## src/rtl/sdram_pkg.sv

```systemverilog
// Shared definitions for the SDRAM port arbiter slice: FSM state encodings,
// SDRAM command encodings, timing constants and a small run-counter helper.
package sdram_pkg;

    // Arbiter FSM states; the unused encoding 2'b11 falls back to StIdle.
    localparam logic [1:0] StIdle    = 2'd0;
    localparam logic [1:0] StBurst   = 2'd1;
    localparam logic [1:0] StRefresh = 2'd2;

    // Controller commands as {RAS#, CAS#, WE#}, with CS# asserted.
    typedef enum logic [2:0] {
        CmdLoadMode  = 3'b000,
        CmdRefresh   = 3'b001,
        CmdPrecharge = 3'b010,
        CmdActive    = 3'b011,
        CmdWrite     = 3'b100,
        CmdRead      = 3'b101,
        CmdBurstTerm = 3'b110,
        CmdNop       = 3'b111
    } sdram_cmd_e;

    // Row cycle time and average refresh interval, in controller clocks.
    localparam int unsigned TRc  = 8;
    localparam int unsigned TRef = 780;

    // Saturating increment for the 4-bit run counter.
    function automatic logic [3:0] run_inc(input logic [3:0] run);
        return (run == 4'hf) ? run : run + 4'd1;
    endfunction

endpackage

```

## src/rtl/sdram_port_arbiter_if.sv

```systemverilog
// Request/grant bundle between the two ports, the refresh timer and the
// SDRAM controller on one side and the port arbiter on the other.
interface sdram_port_arbiter_if;

    logic i_wr_req;
    logic i_rd_req;
    logic i_ref_req;
    logic i_done;
    logic o_start;
    logic o_wrrd;
    logic o_ref_start;
    logic o_busy;
    logic o_err;

    // Requesters and controller side.
    modport master (
        output i_wr_req, i_rd_req, i_ref_req, i_done,
        input  o_start, o_wrrd, o_ref_start, o_busy, o_err
    );

    // Arbiter side.
    modport slave (
        input  i_wr_req, i_rd_req, i_ref_req, i_done,
        output o_start, o_wrrd, o_ref_start, o_busy, o_err
    );

endinterface

```

## src/rtl/sdram_arb_timeout.sv

```systemverilog
// Watchdog for one burst or refresh: loaded to 1 on the start edge, counts
// while the operation is outstanding, flags expiry when it reaches TIMEOUT.
module sdram_arb_timeout #(
    parameter int unsigned TIMEOUT = 64
) (
    input  logic clk,
    input  logic rst_n,
    input  logic load,
    input  logic count,
    output logic expired
);

    localparam logic [7:0] Limit = 8'(TIMEOUT);

    logic [7:0] cnt_q;

    // Count outstanding cycles; cleared whenever nothing is outstanding.
    always_ff @(posedge clk) begin
        if (!rst_n) begin
            cnt_q <= '0;
        end else if (load) begin
            cnt_q <= 8'd1;
        end else if (count) begin
            if (cnt_q != 8'hff) begin
                cnt_q <= cnt_q + 8'd1;
            end
        end else begin
            cnt_q <= '0;
        end
    end

    assign expired = count && (cnt_q == Limit);

endmodule

```

## src/rtl/sdram_port_arbiter.sv

```systemverilog
// Arbitrates one SDRAM controller between a write port, a read port and
// auto-refresh. Refresh always wins; otherwise the port that did not own the
// last burst is preferred. Optional macro SDRAM_ARB_RUNLIMIT_EN lets the last
// owner keep the bus for up to MAX_RUN consecutive bursts.
module sdram_port_arbiter
    import sdram_pkg::*;
#(
    parameter int unsigned MAX_RUN = 4,
    parameter int unsigned TIMEOUT = 64
) (
    input  logic                 i_clk,
    input  logic                 i_rst_n,
    sdram_port_arbiter_if.slave  bus
);

    if (MAX_RUN < 1 || MAX_RUN > 15) begin : gen_bad_max_run
        $error("sdram_port_arbiter: MAX_RUN must be 1..15");
    end
    if (TIMEOUT < 2 || TIMEOUT > 255) begin : gen_bad_timeout
        $error("sdram_port_arbiter: TIMEOUT must be 2..255");
    end

    logic [1:0] state_q, state_d;
    logic       start_q, start_d;
    logic       ref_start_q, ref_start_d;
    logic       wrrd_q, wrrd_d;
    logic       busy_q, busy_d;
    logic       err_q, err_d;
    logic       last_wr_q, last_wr_d;

    logic       idle;
    logic       grant_ref;
    logic       grant_port;
    logic       pref_wr;
    logic       pick_wr;
    logic       tmo_load;
    logic       tmo_count;
    logic       tmo_expired;

    assign idle       = (state_q == StIdle);
    assign grant_ref  = idle && bus.i_ref_req;
    assign grant_port = idle && !bus.i_ref_req && (bus.i_wr_req || bus.i_rd_req);
    assign pick_wr    = bus.i_wr_req && (pref_wr || !bus.i_rd_req);
    assign tmo_load   = grant_ref || grant_port;
    assign tmo_count  = (state_q == StBurst) || (state_q == StRefresh);

`ifdef SDRAM_ARB_RUNLIMIT_EN
    localparam logic [3:0] MaxRun = 4'(MAX_RUN);

    logic [3:0] run_q, run_d;
    logic       last_req;

    // Keep the last owner while it still asks and its run is short; run 0
    // means no burst since reset, so the write port goes first.
    always_comb begin
        last_req = last_wr_q ? bus.i_wr_req : bus.i_rd_req;
        if (run_q != 4'd0 && run_q < MaxRun && last_req) begin
            pref_wr = last_wr_q;
        end else begin
            pref_wr = !last_wr_q;
        end
    end

    // Consecutive bursts by the same port; restarts at 1 on an owner change.
    always_comb begin
        run_d = run_q;
        if (grant_port) begin
            run_d = (pick_wr == last_wr_q && run_q != 4'd0) ? run_inc(run_q) : 4'd1;
        end
    end

    // Run counter register.
    always_ff @(posedge i_clk) begin
        if (!i_rst_n) begin
            run_q <= '0;
        end else begin
            run_q <= run_d;
        end
    end
`else
    // Strict alternation: whoever did not have the last burst goes next.
    assign pref_wr = !last_wr_q;
`endif

    sdram_arb_timeout #(
        .TIMEOUT (TIMEOUT)
    ) u_timeout (
        .clk     (i_clk),
        .rst_n   (i_rst_n),
        .load    (tmo_load),
        .count   (tmo_count),
        .expired (tmo_expired)
    );

    // Next-state and output decode; i_done beats a coincident timeout.
    always_comb begin
        state_d     = state_q;
        start_d     = 1'b0;
        ref_start_d = 1'b0;
        wrrd_d      = wrrd_q;
        busy_d      = busy_q;
        err_d       = err_q;
        last_wr_d   = last_wr_q;
        case (state_q)
            StIdle: begin
                busy_d = 1'b0;
                if (grant_ref) begin
                    state_d     = StRefresh;
                    ref_start_d = 1'b1;
                    busy_d      = 1'b1;
                end else if (grant_port) begin
                    state_d   = StBurst;
                    start_d   = 1'b1;
                    busy_d    = 1'b1;
                    wrrd_d    = pick_wr;
                    last_wr_d = pick_wr;
                end
            end
            StBurst, StRefresh: begin
                if (bus.i_done) begin
                    state_d = StIdle;
                    busy_d  = 1'b0;
                end else if (tmo_expired) begin
                    state_d = StIdle;
                    busy_d  = 1'b0;
                    err_d   = 1'b1;
                end
            end
            default: begin
                state_d = StIdle;
                busy_d  = 1'b0;
            end
        endcase
    end

    // State and registered outputs; reset abandons any burst in flight.
    always_ff @(posedge i_clk) begin
        if (!i_rst_n) begin
            state_q     <= StIdle;
            start_q     <= 1'b0;
            ref_start_q <= 1'b0;
            wrrd_q      <= 1'b0;
            busy_q      <= 1'b0;
            err_q       <= 1'b0;
            last_wr_q   <= 1'b0;
        end else begin
            state_q     <= state_d;
            start_q     <= start_d;
            ref_start_q <= ref_start_d;
            wrrd_q      <= wrrd_d;
            busy_q      <= busy_d;
            err_q       <= err_d;
            last_wr_q   <= last_wr_d;
        end
    end

    assign bus.o_start     = start_q;
    assign bus.o_ref_start = ref_start_q;
    assign bus.o_wrrd      = wrrd_q;
    assign bus.o_busy      = busy_q;
    assign bus.o_err       = err_q;

endmodule

```

## src/flat_wrapper.sv

```systemverilog
// flat-port wrapper written by rule: the top's interface ports become plain ports
module sdram_port_arbiter_flat import sdram_pkg::*;
#(
    parameter int unsigned MAX_RUN = 4,
    parameter int unsigned TIMEOUT = 64
)
  (i_clk, i_rst_n, bus_i_wr_req, bus_i_rd_req, bus_i_ref_req, bus_i_done, bus_o_start, bus_o_wrrd, bus_o_ref_start, bus_o_busy, bus_o_err);
  sdram_port_arbiter_if bus_i ();
  input  logic i_clk;
  input  logic i_rst_n;
  input wire logic [$bits(bus_i.i_wr_req)-1:0] bus_i_wr_req;
  input wire logic [$bits(bus_i.i_rd_req)-1:0] bus_i_rd_req;
  input wire logic [$bits(bus_i.i_ref_req)-1:0] bus_i_ref_req;
  input wire logic [$bits(bus_i.i_done)-1:0] bus_i_done;
  output wire logic [$bits(bus_i.o_start)-1:0] bus_o_start;
  output wire logic [$bits(bus_i.o_wrrd)-1:0] bus_o_wrrd;
  output wire logic [$bits(bus_i.o_ref_start)-1:0] bus_o_ref_start;
  output wire logic [$bits(bus_i.o_busy)-1:0] bus_o_busy;
  output wire logic [$bits(bus_i.o_err)-1:0] bus_o_err;
  assign bus_i.i_wr_req = bus_i_wr_req;
  assign bus_i.i_rd_req = bus_i_rd_req;
  assign bus_i.i_ref_req = bus_i_ref_req;
  assign bus_i.i_done = bus_i_done;
  assign bus_o_start = bus_i.o_start;
  assign bus_o_wrrd = bus_i.o_wrrd;
  assign bus_o_ref_start = bus_i.o_ref_start;
  assign bus_o_busy = bus_i.o_busy;
  assign bus_o_err = bus_i.o_err;
  sdram_port_arbiter #(.MAX_RUN(MAX_RUN), .TIMEOUT(TIMEOUT)) u_core (.i_clk(i_clk), .i_rst_n(i_rst_n), .bus(bus_i));
endmodule
```

## config.mk

```make
export PLATFORM = sky130hd
export DESIGN_NAME = sdram_port_arbiter_flat
export DESIGN_NICKNAME = d
export VERILOG_FILES = /design/src/rtl/sdram_pkg.sv /design/src/rtl/sdram_port_arbiter_if.sv /design/src/rtl/sdram_arb_timeout.sv /design/src/rtl/sdram_port_arbiter.sv /design/src/flat_wrapper.sv
export SDC_FILE = /design/constraint.sdc
export NUM_CORES = 1
export LEC_CHECK = 0
export CORE_UTILIZATION = 46
export CTS_BUF_LIST = sky130_fd_sc_hd__clkbuf_16
export DETAILED_ROUTE_END_ITERATION = 8
export PLACE_DENSITY = 0.72
export SYNTH_ARGS = -nofsm -noshare
export SYNTH_HDL_FRONTEND = slang
export SYNTH_SLANG_ARGS = --single-unit
```

## constraint.sdc

```tcl
create_clock -name i_clk -period 1.52 [get_ports i_clk]
set_clock_uncertainty 0.1 [all_clocks]
set_input_delay 0.228 -clock i_clk [delete_from_list [all_inputs] [get_ports i_clk]]
set_output_delay 0.228 -clock i_clk [all_outputs]
set_load 0.05 [all_outputs]
```

==> flow_summary.ini, run 1 <==
[outcome]
status = finished, final reports clean

[detailed_routing]
drc = 0
postRouteWirelength_mm = 1.90
vias_per_cell = 5.96
vias = 709
first_pass_iters = 4
antenna_left = 0
drt_iter0_drc = 9
wl_per_cell_microns = 15.9

[grt]
grt_pass1_wl_mm = 2.95
grt_pass1_vias = 630
antenna_found_initial = 0
grt_max_degree = 10
overflow = 0
grt.total_usage = 0.221

[clock_network]
cts_setup_buffers = 0
cts_made_buffers = 3
cts_tree = done
cts_buffer_depth = 2
insertion_delay_ns = 0.24
h-tree-depth = 1
cts_root_buf = clkbuf_16
path_clk_slew_ns = 0.05
clkSinkCount = 15
holdBufCountCts = 0

[synthesis]
synth_compound_gate_area_share = 0.230
syn-instance-count = 85
synth_mux_area_frac = 0.0132
synthAdderAreaFrac = 0.0497
synth_top_family_by_area = simple AND/OR/NAND/NOR gates
synth_xor_area_frac = 0
synth_area_sq_um = 756
synth_flop_cell = dfxtp_1
yosysSeqAreaShare = 0.397
synth_edf_count = 0
yosysWarnings = 0
syn_area_per_cell_sq_um = 8.89
syn_nets = 94
synth_cell_type_count = 35
synth-simple-area-share = 0.255
ys_seq_elements = 15
async_flop_share = 0

[critical_path]
critPathMaxFanout = 7
worstPathArrival_ns = 1.45
cpMaxStageDelayCell = dfxtp_1
cp_num_buf_inv = 0
required_ns = 1.51
start_kind = flip-flop
critPathKind = flip-flop to flip-flop
end_kind = flip-flop
max_stage_delay_ns = 0.48
path_cells = nand4_1 > o2111ai_1 > o311ai_0
path_delay_family = flip-flops

[finish]
num-fill-cells = 106
area_growth_pct = 43.9
final_net_count = 113
final_common_cell = dfxtp_1
n_antenna_cell = 0
final_cell_mix = dfxtp_1, buf_4, inv_1, nand2_1, a21oi_1
layout-drive-gt1-share = 0.291

[timing]
finalSetupViolCount = 0
fin_crit_sh = 0.960
fin_hold_ws_ns = 0.400
worst_slew_pin_slew_ns = 0.357
maxSlewHeadroom = 0.759
fmax_ghz = 0.685
fin_crit_ns = 1.46
tns_ns = 0
slew_viol_final = 0
hold_violations = 0
fin_ws_ns = 0.0601

[power]
p_switching_w = 0.000324
swShare = 0.261
p_comb_frac = 0.235
p_int_w = 0.000915
finalPower_w = 0.00124
power_density_mw_per_mm2 = 1140
clkPwrFrac = 0.398
pwr-share-seq = 0.367
p_leak_nw = 0.407
peakVddDrop_mv = 0.916

[placement]
pre_cts_ws_ns = -0.165
gp_congestion = 0.903
hpwl_mm = 1.26
portBuffers = 10

[job]
drv_cap = 0

[die]
start_util = 0.496
dieHeight_microns = 42.5
die_width_microns = 42.5
rows = 14
die-area_sq_mm = 0.00181
core_sq_mm = 0.00152
io_pins = 11

[worst_hold_path]
hp-class = flip-flop to flip-flop
==> metal layers <==
layer / wire, microns / part of all wire / track usage / up-vias
li1: - / - / - / 359
met1: 875 / 0.46 / 0.295 / 335
met2: 949 / 0.50 / 0.348 / 13
met3: 59 / 0.031 / 0.0776 / 2
met4: 12 / 0.0063 / 0.0375 / 0
met5: 0 / 0 / 0 / -
==> final timing paths <==
kind | cells after the start | from | slack (ns) | to
worst max-delay path | 3 | u_core.u_timeout.cnt_q[4] | 0.06 | u_core.u_timeout.cnt_q[0]
worst min-delay path | 2 | u_core.bus.o_busy | 0.40 | u_core.bus.o_busy
worst max register to register | 3 | u_core.u_timeout.cnt_q[4] | 0.06 | u_core.u_timeout.cnt_q[0]
worst min register to register | 2 | u_core.bus.o_busy | 0.40 | u_core.bus.o_busy
==> synthesized netlist by cell type, types with 2 or more instances <==
library cell  instances  share of area
buf_4                 2          0.020
nand4_1               2          0.017
dfxtp_1              15           0.40
a211o_1               2          0.023
nand2_1               6          0.030
ha_1                  3          0.050
a21oi_1               6          0.040
nand3_1               6          0.040
a211oi_1              5          0.050
inv_1                 6          0.030
nor2_1                4          0.020
nor3_1                5          0.033
==> metrics by stage <==
step,cell area (sq um),std cells,util
final,1090,119,0.713
after global routing,1090,119,0.713
after CTS,1040,119,0.682
after detailed placement,960,115,0.630
after global placement,960,115,0.630
after floorplan,756,85,-
==> timing repair <==
item | CTS | global route
pin swaps | 0 | 1
endpoints found under the setup margin | 3 | 12
gates resized for setup | 1 | 13
==> power by group through the flow <==
stage	clock (W)	sequential (W)	combinational (W)
3_3_place_gp	0	0.000456	0.000242
4_1_cts	0.000507	0.000452	0.000250
6_report	0.000493	0.000455	0.000291
5_1_grt	0.000523	0.000459	0.000312
2_1_floorplan	0	0.000491	0.0000956
3_5_place_dp	0	0.000457	0.000248
==> sequential cells by signal, indices dropped and copies added, names as in the netlist <==
signal                  flops
u_core.bus.o_busy           1
u_core.bus.o_err            1
u_core.state_q              2
u_core.u_timeout.cnt_q      8
u_core.bus.o_wrrd           1
u_core.bus.o_start          1
u_core.bus.o_ref_start      1
==> kinds of logic after synthesis <==
kind of cell             Yosys count
AND/OR/NAND/NOR                   33
adder cells (fa/ha/maj)            3
multiplexers                       1
buffers and inverters              9
flip-flops                        15
AO/OA/AOI/OAI                     24
==> worst register-to-register path, stage by stage (launching register included) <==
cell       delay (ns)
dfxtp_1          0.48
nand4_1          0.27
o2111ai_1        0.28
o311ai_0         0.18
==> area by class of cell <==
class	instances	area [sq um]	area share
Tap cell	16	20.0	0.0184
Clock buffer	3	75.1	0.0690
Inverter	6	22.5	0.0207
Clock inverter	1	3.75	0.00345
Timing Repair Buffer	17	203	0.186
Sequential cell	15	307	0.282
Multi-Input combinational cell	61	457	0.420
No activity file was read; power rests on OpenSTA's default activity.
==> run 2, diff against run 1 <==
--- a/config.mk
+++ b/config.mk
@@ -5,10 +5,11 @@
 export SDC_FILE = /design/constraint.sdc
 export NUM_CORES = 1
 export LEC_CHECK = 0
-export CORE_UTILIZATION = 46
+export CORE_UTILIZATION = 50
 export CTS_BUF_LIST = sky130_fd_sc_hd__clkbuf_16
 export DETAILED_ROUTE_END_ITERATION = 8
-export PLACE_DENSITY = 0.72
+export PLACE_DENSITY = 0.74
 export SYNTH_ARGS = -nofsm -noshare
 export SYNTH_HDL_FRONTEND = slang
 export SYNTH_SLANG_ARGS = --single-unit
+export TNS_END_PERCENT = 50
==> constraint.sdc (replaced) <==
create_clock -name i_clk -period 1.4 [get_ports i_clk]
set_clock_uncertainty 0.1 [all_clocks]
set_input_delay 0.21 -clock i_clk [delete_from_list [all_inputs] [get_ports i_clk]]
set_output_delay 0.21 -clock i_clk [all_outputs]
set_load 0.05 [all_outputs]
==> run 2 against run 1 <==
Compared with the run above: the run now ends with negative setup slack left; clock power rose by 14%; register-to-register slack got worse by 0.07 ns; sequential power rose by 7.3%; final cell count rose by 10%; largest power group unchanged.
==> flow_summary.ini, run 2 (same netlist as run 1, synthesis figures left out) <==
[finish]
final_cell_mix = buf_4, dfxtp_1, dfxtp_2, nand2_1, a21oi_1
n_antenna_cell = 0
area_growth_pct = 62.6
largest-register = u_core.u_timeout.cnt_q
final_util = 0.910
num-fill-cells = 58
final_net_count = 126
layout-drive-gt1-share = 0.457
final_common_cell = buf_4
largest_register_ffs = 8
final_area_sq_mm = 0.00123
reg.largest.list = u_core.u_timeout.cnt_q (8), u_core.state_q (2)

[timing]
rsz0062_at_grt = yes
fin_crit_ns = 1.49
fmax_ghz = 0.673
fin_hold_ws_ns = 0.408
fin_ws_ns = -0.0868
hold_violations = 0
maxSlewHeadroom = 0.737
finalSetupViolCount = 2
fin_crit_sh = 1.06
slew_viol_final = 0
worst_slew_pin_slew_ns = 0.391

[placement]
portBuffers = 10
gp_congestion = 0.809
pre_cts_ws_ns = -0.271
place_area_sq_mm = 0.00102
hpwl_mm = 1.33

[critical_path]
end_kind = flip-flop
worst_r2r_path_depth = 5
critPathKind = input port to flip-flop
start_kind = input port
r2r-end = u_core.state_q[0]
worstPathArrival_ns = 1.53
critPathMaxFanout = 7
cpMaxStageDelayCell = clkdlybuf4s50_1
required_ns = 1.44
r2r-start = u_core.state_q[1]
max_stage_delay_ns = 0.45
path_cells = clkdlybuf4s50_1 > o31ai_2 > nand3_2 > nor3_1
r2r_slack_ns = -0.01

[outcome]
status = finished, violations left
violations = negative setup slack

[grt]
antenna_found_initial = 0
grt_pass1_vias = 626
overflow = 0
grt_max_degree = 10
grt.total_usage = 0.269
grt_pass1_wl_mm = 2.80

[power]
clkPwrFrac = 0.385
swShare = 0.278
finalPower_w = 0.00146
p_switching_w = 0.000407
power_density_mw_per_mm2 = 1190
p_comb_frac = 0.281
peakVddDrop_mv = 1.50
p_int_w = 0.00106
p_leak_nw = 0.477
pwr-share-seq = 0.333

[detailed_routing]
first_pass_iters = 4
drt_iter0_drc = 25
wl_per_cell_microns = 19.0
antenna_left = 0
vias_per_cell = 6.28
postRouteWirelength_mm = 2.49
drc = 0
vias = 823

[clock_network]
cts_buffer_depth = 2
h-tree-depth = 1
cts_tree = done
clkSinkCount = 15
cts_root_buf = clkbuf_16
path_clk_slew_ns = 0.05
cts_made_buffers = 3
insertion_delay_ns = 0.25

[worst_hold_path]
min-delay-start = u_core.bus.o_busy
hold-path-cell-count = 2
hold_end = u_core.bus.o_busy
hp-class = flip-flop to flip-flop

[die]
die_width_microns = 40.9
io_pins = 11
core_sq_mm = 0.00135
die-area_sq_mm = 0.00167
rows = 13
dieHeight_microns = 40.9
start_util = 0.560

[job]
drv_cap = 0
run 2: worst max path at each step:
stage / start / to / slack (ns) / cells after the start
floorplan: u_core.u_timeout.cnt_q[1] / u_core.state_q[0] / 0.009 / 5
global placement: bus_i_ref_req / u_core.u_timeout.cnt_q[7] / -0.21 / 4
detailed placement: bus_i_ref_req / u_core.u_timeout.cnt_q[4] / -0.27 / 4
CTS: u_core.state_q[1] / u_core.state_q[0] / -0.01 / 5
global route: bus_i_ref_req / u_core.u_timeout.cnt_q[4] / -0.14 / 4
finish: bus_i_ref_req / u_core.u_timeout.cnt_q[4] / -0.09 / 4
run 2: per-stage QoR:
| step | instances | TNS [ns] |
|---|---|---|
| floorplan | 85 | 0 |
| global placement | 122 | -1.66 |
| detailed placement | 122 | -2.05 |
| CTS | 127 | -0.0109 |
| global route | 131 | -0.338 |
| finish | 131 | -0.0975 |
run 2: repair_timing:
action,in CTS,in global routing
setup buffers,1,4
setup endpoints to repair,10,12
gates resized for setup,16,9
pin swaps,4,6
hold buffers,0,0
run 2: power by group through the flow:
stage | clock network, W | logic (W) | registers, W
after detailed placement | 0 | 0.000315 | 0.000497
after global placement | 0 | 0.000309 | 0.000494
after global routing | 0.000584 | 0.000433 | 0.000491
after floorplan | 0 | 0.000104 | 0.000534
after CTS | 0.000561 | 0.000375 | 0.000491
final | 0.000564 | 0.000412 | 0.000488
run 2: critical path: cells and delay by family:
kind	cells	cell delay, ns
compound gates	1	0.34
simple gates	2	0.53
buf+inv	1	0.45
run 2: cell type report:
type	instances	area, sq um	area share
clock buffer	3	75.1	0.0611
clock inverter	1	5.00	0.00407
sequential	15	313	0.255
timing repair buffer	30	300	0.244
tap	15	18.8	0.0153
inverter	6	22.5	0.0183
multi-input combinational	61	494	0.402
run 2: layer usage:
layer / vias to the layer above / global-route usage / wire length, microns
li1: 383 / - / -
met1: 388 / 0.336 / 1090
met2: 42 / 0.391 / 1190
met3: 10 / 0.120 / 132
met4: 0 / 0.125 / 74
met5: - / 0 / 0
==> run 3, diff against run 2 <==
--- a/config.mk
+++ b/config.mk
@@ -5,10 +5,11 @@
 export SDC_FILE = /design/constraint.sdc
 export NUM_CORES = 1
 export LEC_CHECK = 0
+export ABC_AREA = 1
 export CORE_UTILIZATION = 50
 export CTS_BUF_LIST = sky130_fd_sc_hd__clkbuf_16
 export DETAILED_ROUTE_END_ITERATION = 8
-export PLACE_DENSITY = 0.74
+export PLACE_DENSITY_LB_ADDON = 0.1
 export SYNTH_ARGS = -nofsm -noshare
 export SYNTH_HDL_FRONTEND = slang
 export SYNTH_SLANG_ARGS = --single-unit
==> run 3 against run 2 <==
Compared with the run above: the flow still finishes with violations (negative setup slack); final cell count is 18% higher; global-route usage decreased by 4.5 points; flip-flop and latch count unchanged; synthesized cell count grew 36%; clock power is 1% lower; die area rose by 4.4%; critical path depth rose by 3; power shrank 9.4%; combinational power shrank 28%; sequential share of layout area rose by 0.28 points; utilization shrank 5.2 points; first-iteration DRC count rose by 52%; critical path type is now flip-flop to flip-flop.
==> flow_summary.ini, run 3 <==
[die]
dieHeight_microns = 41.8
rows = 13
io_pins = 11
die-area_sq_mm = 0.00174
core_sq_mm = 0.00138
start_util = 0.572
die_width_microns = 41.8

[grt]
overflow = 0
antenna_found_initial = 0
grt.total_usage = 0.225
grt_pass1_vias = 675
grt_max_degree = 9
grt_pass1_wl_mm = 2.91

[outcome]
status = finished, violations left
violations = negative setup slack

[synthesis]
synth_area_sq_um = 791
synth_top_area_share = 0.380
syn-instance-count = 116
yosysSeqAreaShare = 0.380
yosysMostFrequentCell = nand2_1
synth_commonest_cells = nand2_1, inv_1, dfxtp_1, nor2_1
synth_edf_count = 0
async_flop_share = 0
syn_nets = 125
syn_area_per_cell_sq_um = 6.82
ys_seq_elements = 15
synth_flop_cell = dfxtp_1
yosysWarnings = 0
synth_cell_type_count = 18
synthTopCellsByArea = dfxtp_1, nand2_1, inv_1, a21oi_1, nand3_1
synth_top_area_cell = dfxtp_1

[placement]
hpwl_mm = 1.24
gp_congestion = 0.876
portBuffers = 10

[finish]
final_net_count = 149
n_antenna_cell = 0
layout-drive-gt1-share = 0.309
reg.largest.list = u_core.u_timeout.cnt_q (8), u_core.state_q (2)
final_util = 0.858
final_cell_mix = nand2_1, inv_1, dfxtp_1, nand3_1, buf_4
ff_latch_area_sq_um = 305
largest_register_ffs = 8
largest-register = u_core.u_timeout.cnt_q
multiInputGateArea_sq_um = 477
final_common_cell = nand2_1
area_growth_pct = 50.0
num-fill-cells = 64

[detailed_routing]
first_pass_iters = 4
drt_iter0_drc = 38
vias_per_cell = 5.47
antenna_left = 0
vias = 843
drc = 0
wl_per_cell_microns = 14.4
postRouteWirelength_mm = 2.23

[clock_network]
cts_tree = done
holdBufCountCts = 0
h-tree-depth = 1
cts_made_buffers = 3
clkSinkCount = 15
path_clk_slew_ns = 0.05
cts_root_buf = clkbuf_16
cts_buffer_depth = 2
insertion_delay_ns = 0.25

[critical_path]
required_ns = 1.43
cp-startpoint = u_core.u_timeout.cnt_q[0]
cpMaxStageDelayCell = dfxtp_2
critPathMaxFanout = 4
path_cells = inv_1 > ha_1 > nand4_1 > nand2_2 > nand2_2 > nand2_1 > nand2_1
critPathKind = flip-flop to flip-flop
worstPathArrival_ns = 1.43
start_kind = flip-flop
cp_num_buf_inv = 1
r2r-start = u_core.u_timeout.cnt_q[0]
end_kind = flip-flop
max_stage_delay_ns = 0.34
path_delay_family = simple AND/OR/NAND/NOR gates

[timing]
fin_hold_ws_ns = 0.389
hold_violations = 0
fmax_ghz = 0.712
fin_crit_sh = 1.00
fin_crit_ns = 1.40
fin_ws_ns = -0.00405
maxSlewHeadroom = 0.823
slew_viol_final = 0
worst_slew_pin_slew_ns = 0.264
finalSetupViolCount = 1

[power]
power_density_mw_per_mm2 = 1120
p_leak_nw = 0.512
peakVddDrop_mv = 0.767

[worst_hold_path]
min-delay-start = u_core.bus.o_err
hp-class = flip-flop to flip-flop

[job]
drv_cap = 0
## run 3: changes by cell type after synthesis, sizes merged, moves of 2 or more
cell / change
nand2: +27
inv: +17
nor2: +10
a211oi: -5
nor3: -4
a21oi: +3
nand3: +3
a211o: -2
and3: -2
buf: -2
## run 3: cell families (layout without fill, tap and decap cells)
group / after synthesis / count (layout) / synth area share
xor+xnor: 2 / 2 / 0.0222
simple gates: 62 / 62 / 0.362
buf+inv: 23 / 46 / 0.109
fa+ha+maj: 3 / 3 / 0.0475
compound gates: 11 / 11 / 0.0791
flops: 15 / 15 / 0.380
## run 3: worst reg2reg max path: stages, from the launching register on
cell,delay (ns)
dfxtp_2,0.34
inv_1,0.12
ha_1,0.18
nand4_1,0.17
nand2_2,0.15
nand2_2,0.07
nand2_1,0.08
nand2_1,0.07
## run 3: where the power goes
part / total [W] / switching, W / internal [W]
sequential: 0.000474 / 0.0000212 / 0.000453
clock: 0.000558 / 0.000179 / 0.000379
combinational: 0.000295 / 0.000162 / 0.000133
## run 3: path summary, 6_finish.rpt
kind,depth (start not counted),end,slack (ns)
setup / recovery,7,u_core.state_q[0],-0.004
hold reg to reg,2,u_core.bus.o_err,0.39
hold / removal,2,u_core.bus.o_err,0.39
setup reg to reg,7,u_core.state_q[0],-0.004
## run 3: final cells by class
| cell class | instances | area share |
|---|---|---|
| sequential | 15 | 0.257 |
| timing repair buffer | 19 | 0.184 |
| multi-input combinational | 78 | 0.402 |
| tap | 15 | 0.0158 |
| inverter | 23 | 0.0749 |
| clock inverter | 1 | 0.00316 |
| clock buffer | 3 | 0.0633 |
## run 3: stage by stage
stage               TNS [ns]  power, W  instance area [sq um]  std cells  setup slack (ns)
floorplan                  0  0.000596                    791        116            0.0901
CTS                        0   0.00127                   1110        152           0.00333
global route          -0.205   0.00137                   1190        154           -0.0829
finish              -0.00405   0.00133                   1190        154          -0.00405
detailed placement    -0.666  0.000706                   1010        148            -0.122
global placement      -0.273  0.000702                   1010        148           -0.0508
## run 3: what timing repair did
action	CTS	global route
buffers inserted	0	2
pin swaps	2	9
endpoints found under the hold margin	0	0
cloned	0	0
resized for setup	9	16
setup endpoints to repair	7	12
## run 3: metal layers
metal | up-vias | share of wire | track usage
met5 | - | 0 | 0
met4 | 0 | 0.011 | 0.0774
met3 | 6 | 0.053 | 0.0391
met2 | 38 | 0.48 | 0.356
met1 | 390 | 0.45 | 0.305
li1 | 409 | - | -
